File: config.mk
export PLATFORM = sky130hd
export DESIGN_NAME = isqrt_pipelined
export DESIGN_NICKNAME = d
export VERILOG_FILES = /design/src/rtl/isqrt_pipelined.sv
export SDC_FILE = /design/constraint.sdc
export NUM_CORES = 1
export LEC_CHECK = 0
export BUFFER_PORTS_ARGS = -buffer_cell sky130_fd_sc_hd__clkbuf_2
export CORE_MARGIN = 5
export CORE_UTILIZATION = 48
export CTS_CLUSTER_DIAMETER = 80
export DETAILED_ROUTE_END_ITERATION = 12
export PLACE_DENSITY = 0.75
export SYNTH_ARGS = -nofsm -noshare
export SYNTH_HDL_FRONTEND = slang
export SYNTH_SLANG_ARGS = --single-unit
File: constraint.sdc
create_clock -name clk -period 22.3 [get_ports clk]
set_clock_uncertainty 0.1 [all_clocks]
set_input_delay 4.46 -clock clk [delete_from_list [all_inputs] [get_ports clk]]
set_output_delay 4.46 -clock clk [all_outputs]
set_load 0.005 [all_outputs]
File: src/rtl/isqrt_pipelined.sv
// Fully pipelined 32-bit unsigned integer square root, y = floor(sqrt(x)).
// Fixed latency of n_pipe_stages cycles, one argument per clock, no back-pressure.
module isqrt_pipelined #(
  parameter int unsigned n_pipe_stages = 4
) (
  input  logic        clk,
  input  logic        rst,
  input  logic        x_vld,
  input  logic [31:0] x,
  output logic        y_vld,
  output logic [15:0] y
);

  localparam int unsigned NumIter       = 16;
  localparam int unsigned ItersPerStage = NumIter / n_pipe_stages;
  localparam int unsigned LastStage     = n_pipe_stages - 1;
  localparam bit          LegalStages   = (n_pipe_stages == 1) || (n_pipe_stages == 2) ||
                                          (n_pipe_stages == 4) || (n_pipe_stages == 8) ||
                                          (n_pipe_stages == 16);

  if (!LegalStages) begin : g_bad_stages
    $error("isqrt_pipelined: n_pipe_stages must be 1, 2, 4, 8 or 16");
  end

  for (genvar s = 0; s < n_pipe_stages; s++) begin : g_stage
    logic        vld_in;
    logic [31:0] rem_in;
    logic [31:0] root_in;
    logic [31:0] rem_c;
    logic [31:0] root_c;
    logic [31:0] bit_c;
    logic [31:0] trial_c;
    logic        vld_q;
    logic [31:0] rem_q;
    logic [31:0] root_q;

    if (s == 0) begin : g_first
      assign vld_in  = x_vld;
      assign rem_in  = x;
      assign root_in = '0;
    end else begin : g_next
      assign vld_in  = g_stage[s-1].vld_q;
      assign rem_in  = g_stage[s-1].rem_q;
      assign root_in = g_stage[s-1].root_q;
    end

    // bit is fixed by the absolute iteration index, so it folds to a constant per iteration.
    always_comb begin
      rem_c   = rem_in;
      root_c  = root_in;
      bit_c   = '0;
      trial_c = '0;
      for (int unsigned i = 0; i < ItersPerStage; i++) begin
        bit_c   = 32'h4000_0000 >> (2 * (s * ItersPerStage + i));
        trial_c = root_c + bit_c;
        if (rem_c >= trial_c) begin
          rem_c  = rem_c - trial_c;
          root_c = (root_c >> 1) + bit_c;
        end else begin
          root_c = root_c >> 1;
        end
      end
    end

    always_ff @(posedge clk or negedge rst) begin
      if (!rst) begin
        vld_q <= 1'b0;
      end else begin
        vld_q <= vld_in;
      end
    end

    // Datapath loads every cycle; only the valid bit carries meaning across reset.
    always_ff @(posedge clk) begin
      rem_q  <= rem_c;
      root_q <= root_c;
    end
  end

  assign y_vld = g_stage[LastStage].vld_q;
  assign y     = g_stage[LastStage].root_q[15:0];

  // A finished root fits in 16 bits and leaves a remainder x - y^2 no larger than 2y.
  root_result_ok: assert property (@(posedge clk) disable iff (!rst)
    y_vld |-> ((g_stage[LastStage].root_q[31:16] == 16'h0000) &&
               (g_stage[LastStage].rem_q <= {g_stage[LastStage].root_q[30:0], 1'b0})));

endmodule

==> results of run 1 <==
[flip-flops by register name (all words and copies together), names as in the netlist]
name	cells
g_stage.vld_q	3
g_stage.root_q	40
y_vld	1
g_stage.rem_q	96
[cell type report]
class,count,area [sq um]
fillers,2797,14100
multi-input cells,1551,11000
flip-flops and latches,140,2820
well taps,390,488
inverters,122,464
clock buffers,19,443
repair buffers,55,285
clock inverters,13,129
[per-stage QoR]
step / instances / setup WS, ns
after detailed placement: 2258 / 10.86
after floorplan: 1856 / 12.01
after CTS: 2290 / 10.83
after global placement: 2258 / 10.87
final: 2290 / 10.62
after global routing: 2290 / 10.11
[logic make-up (layout without fill, tap and decap cells)]
| group | Yosys count | count (layout) | share of synthesized area |
|---|---|---|---|
| mux | 41 | 41 | 0.0306 |
| buf+inv | 165 | 209 | 0.0480 |
| fa+ha+maj | 160 | 160 | 0.138 |
| xor+xnor | 165 | 165 | 0.0999 |
| compound gates | 529 | 529 | 0.247 |
| flops | 140 | 140 | 0.195 |
| simple gates | 656 | 656 | 0.241 |
[critical path: cells and delay by family (launching register included)]
kind	cells	cell delay, ns
AO/OA/AOI/OAI	21	3.84
adder cells (fa/ha/maj)	4	1.48
buffers and inverters	4	1.12
flip-flops	1	0.35
AND/OR/NAND/NOR	21	4.59
[path summary, 6_finish.rpt]
kind | start | end | slack (ns) | cells after the start
setup / recovery | g_stage[2].root_q[13] | g_stage[3].root_q[0] | 10.62 | 50
hold / removal | g_stage[1].root_q[16] | g_stage[2].root_q[12] | 0.25 | 0
setup reg to reg | g_stage[2].root_q[13] | g_stage[3].root_q[0] | 10.62 | 50
hold reg to reg | g_stage[1].root_q[16] | g_stage[2].root_q[12] | 0.25 | 0
max in group asynchronous | rst | g_stage[2].vld_q | 18.24 | 1
min in group asynchronous | rst | g_stage[0].vld_q | 3.74 | 1
[synth_stat cells, types with 20 or more instances]
cell     count  area [sq um]
a21o_1      57           428
a21oi_1    152           761
dfxtp_1    136          2720
ha_1       159          1990
inv_1      113           424
mux2_2      22           248
nand2_1    137           514
nand3_1     55           275
nand4_1     30           188
nor2_1     174           653
nor3_1      56           280
nor4_1      31           194
o21a_1      24           180
o21ai_0     89           445
or3_1       20           125
xnor2_1    118          1030
xor2_1      47           412
[routing by layer]
| metal | vias up | wire [um] | part of all wire |
|---|---|---|---|
| li1 | 6851 | - | - |
| met1 | 6536 | 17100 | 0.42 |
| met2 | 465 | 20200 | 0.49 |
| met3 | 95 | 1790 | 0.044 |
| met4 | 0 | 1680 | 0.041 |
| met5 | - | 0 | 0 |
==> results.toml, run 1 <==
[setup_path]
crit_type = "reg -> reg"
cpMostUsedCell = "a21oi_1"
arrival_ns = 11.86
critPathCaptureType = "flop"
crit_required_ns = 22.49
cp_max_fo = 28
slowest_delay_ns = 0.58
crit_path_start_kind = "flop"
crit_slowest_cell = "or4_1"

[drt]
drt_iter0_drc = 1058
postRouteAntennaNets = 0
drt_wl_total_um = 40800
drc = 0
vias = 13947
wl_per_cell_um = 17.8
dr.pass1.iters = 8
vias_per_cell = 6.09

[global_route]
antenna_found_initial = 0
grt_pass1_wl_um = 65600
gr-total-overflow = 0
track_usage = 0.235
met3_usage = 0.0241
busiest_layer = "met2"
grt_max_degree = 29
grt_pass1_vias = 13125
grtUsageMet1 = 0.285
grtUsageMet2 = 0.419

[clocking]
clock_latency_ns = 0.42
clockBufferDepth = 2
cts_root_buf = "clkbuf_16"
tritoncts = "yes"
cts.sinks = 140
postCtsSetupBuffers = 0
clkTransAtPathRegs_ns = 0.06
cts_max_level = 4
hold_buffers = 0
cts-buffers-inserted = 17
post_cts_resized = 0

[synth]
yosys_register_bits = 140
ys_types = 118
avgSynthCellArea_sq_um = 7.80
synth.yosys.seq_area_share = 0.195
synth_fp_nets = 2050
syn_area_sq_um = 14500
ys_warn_count = 0
async_reset_ff_frac = 0.0286
synth_edf_count = 0
netlist_instances = 1856
ys.flop_type = "dfxtp_1"

[min_path]
min-delay-path-class = "reg -> reg"

[timing]
fin_crit_sh = 0.524
rsz0062_at_grt = "false"
hold_viol = 0
slew_viol_final = 0
timing.hold.ws_ns = 0.247
finalSetupTns_ns = 0
fmax_mhz = 85.7
tightest_slew_ns = 1.03
finalCriticalPeriod_ns = 11.68
slew_headroom = 0.315
finalSetupViolCount = 0

[place]
place_area_sq_um = 15000
dpl.hpwl_um = 33000
numPortBuffers = 51
place_congestion = 0.966

[final_layout]
layout_commonest_cell = "nor2_1"
nets = 2081
drive_gt1_frac = 0.0995
finalCoreUtilization = 0.525
postLayoutCellArea_sq_um = 15600
final_cell_mix = "nor2_1, ha_1, a21oi_1, nand2_1, dfxtp_1"
area_growth_pct = 7.70
diodes = 0

[floorplanning]
placementRows = 63
die_h_um = 184
start_util = 0.487
ios = 52
dieArea_sq_um = 33700
die_w_um = 184
fp.coreArea_sq_um = 29700

[run]
max-cap-violations = 0

[run_status]
status = "completed"
Power of run 1 is not shown: default switching activity piles up to over one toggle a cycle in this logic, so the estimate is an artifact.
==> inputs of run 2 (changes only) <==
ABC_AREA = 1   (was unset)
PLACE_DENSITY = 0.78   (was 0.75)
clock period = 9.6 ns   (was 22.3 ns; I/O delays follow)
==> results.toml, run 2 <==
[run_status]
status = "completed"

[timing]
finalSetupViolCount = 0
finalCriticalPeriod_ns = 8.85
fmax_mhz = 113
hold_viol = 0
finalSetupTns_ns = 0
fin_crit_sh = 0.921
tightest_slew_ns = 0.950
slew_viol_final = 0
slew_headroom = 0.365
rsz0062_at_grt = "false"

[drt]
drc = 0
drt_wl_total_um = 58400
drt_iter0_drc = 1738
vias_per_cell = 5.50
postRouteAntennaNets = 0
vias = 18973
dr.pass1.iters = 6
wl_per_cell_um = 16.9

[final_layout]
finalCoreUtilization = 0.520
diodes = 0
area_growth_pct = 7.09
top_regs = "g_stage.rem_q: 96 flops, g_stage.root_q: 40 flops, g_stage.vld_q: 3 flops"
drive_gt1_frac = 0.0792
nets = 3172
layout_commonest_cell = "nand2_1"
largest-register = "g_stage.rem_q"
largest_register_ffs = 96
final_cell_mix = "nand2_1, inv_1, nor2_1, nand3_1, ha_1"
finalNonFillerCells = 3452
postLayoutCellArea_sq_um = 18400

[global_route]
met3_usage = 0.0469
grt_pass1_vias = 17942
grt_pass1_wl_um = 92600
gr-total-overflow = 0
grt_max_degree = 34
busiest_layer = "met2"
grtUsageMet2 = 0.464
grtUsageMet1 = 0.398
antenna_found_initial = 0
track_usage = 0.290

[setup_path]
crit_slowest_cell = "dfxtp_1"
crit_path_start_kind = "flop"
cp_max_fo = 27
crit_type = "reg -> reg"
cpMostUsedCell = "nand2_1"
arrival_ns = 9.09
crit_required_ns = 9.85
critPathCaptureType = "flop"
slowest_delay_ns = 0.49

[place]
dp.cells = 3415
place_congestion = 1.06
place_area_sq_um = 17800
dpl.hpwl_um = 49300
numPortBuffers = 51

[clocking]
cts.sinks = 140
cts-buffers-inserted = 17
cts_max_level = 4
cts_root_buf = "clkbuf_16"
tritoncts = "yes"
clkTransAtPathRegs_ns = 0.08
clockBufferDepth = 2
clock_latency_ns = 0.45

[synth]
ys_types = 56
synth_edf_count = 0
syn_area_sq_um = 17200
yosysMostFrequentCell = "nand2_1"
yosys_register_bits = 140
ys.flop_type = "dfxtp_1"
ys_warn_count = 0
netlist_instances = 2935
yosysTopAreaCellShare = 0.189
synth_common_cells = "nand2_1, inv_1, nor2_1"
avgSynthCellArea_sq_um = 5.87
yosysTopAreaCell = "nand2_1"
synth_fp_nets = 3129
synth.yosys.seq_area_share = 0.164
async_reset_ff_frac = 0.0286
ys_top_cells_by_area = "nand2_1, dfxtp_1, ha_1"

[floorplanning]
dieArea_sq_um = 39800
ios = 52
placementRows = 69
start_util = 0.485
die_h_um = 199
die_w_um = 199
fp.coreArea_sq_um = 35500

[min_path]
min-delay-path-class = "reg -> reg"

[run]
max-cap-violations = 0
==> run 2: cell types whose count changed in the layout (fill, tap and decap cells not counted), sizes merged, moves of 53 or more <==
cell	delta
a21o	-53
inv	+309
nand2	+768
nand3	+214
nor2	+190
o21ai	+64
xnor2	-65
==> run 2: cells by family (layout without fill, tap and decap cells) <==
family / Yosys count / after routing / synth area share
flops: 140 / 140 / 0.164
simple gates: 1719 / 1719 / 0.447
mux: 2 / 2 / 0.00116
xor+xnor: 97 / 97 / 0.0493
buf+inv: 464 / 520 / 0.108
fa+ha+maj: 159 / 159 / 0.116
compound gates: 354 / 354 / 0.115
==> run 2: final timing paths <==
kind / from / end / slack (ns) / depth (start not counted)
max: g_stage[2].root_q[18] / g_stage[3].root_q[0] / 0.75 / 45
min: g_stage[2].root_q[12] / g_stage[3].root_q[8] / 0.24 / 0
max reg2reg: g_stage[2].root_q[18] / g_stage[3].root_q[0] / 0.75 / 45
min reg2reg: g_stage[2].root_q[12] / g_stage[3].root_q[8] / 0.24 / 0
max in group asynchronous: rst / g_stage[1].vld_q / 8.11 / 1
min in group asynchronous: rst / y_vld / 1.17 / 1
==> run 2: metal layers <==
layer  vias to the layer above  routed length, um
met5                         -                  0
li1                       9568                  -
met2                       732              25700
met1                      8566              26300
met4                         0               2190
met3                       107               4310
==> run 2: repair_timing <==
action / in CTS / in global routing
setup endpoints to repair: 0 / 1
buffers inserted: 0 / 4
resized for setup: 0 / 5
hold buffers: 0 / 0
==> run 2: worst max-delay path, delay by kind of cell (launching register included) <==
family | cells | cell delay [ns]
buffers and inverters | 7 | 1.31
adders and majority gates | 4 | 1.60
AOI/OAI and AO/OA | 5 | 1.05
DFF | 1 | 0.49
and+or+nand+nor | 29 | 4.15
==> run 2: final cells by class <==
class | instances | area, sq um
clock inverter | 15 | 143
fill | 3721 | 17000
timing repair buffer | 57 | 300
clock buffer | 17 | 425
inverter | 430 | 1620
sequential | 140 | 2820
tap | 461 | 577
multi-input combinational | 2331 | 12500
timing repair inverter | 1 | 7.51
==> run 2: stage by stage <==
stage | hold WS, ns | worst slack, ns
finish | 0.235 | 0.754
global route | 0.256 | 0.0420
CTS | 0.244 | 0.359
detailed placement | 0.236 | 0.381
global placement | 0.231 | 0.261
floorplan | 0.231 | 2.42
Power of run 2 is left out for the same reason.
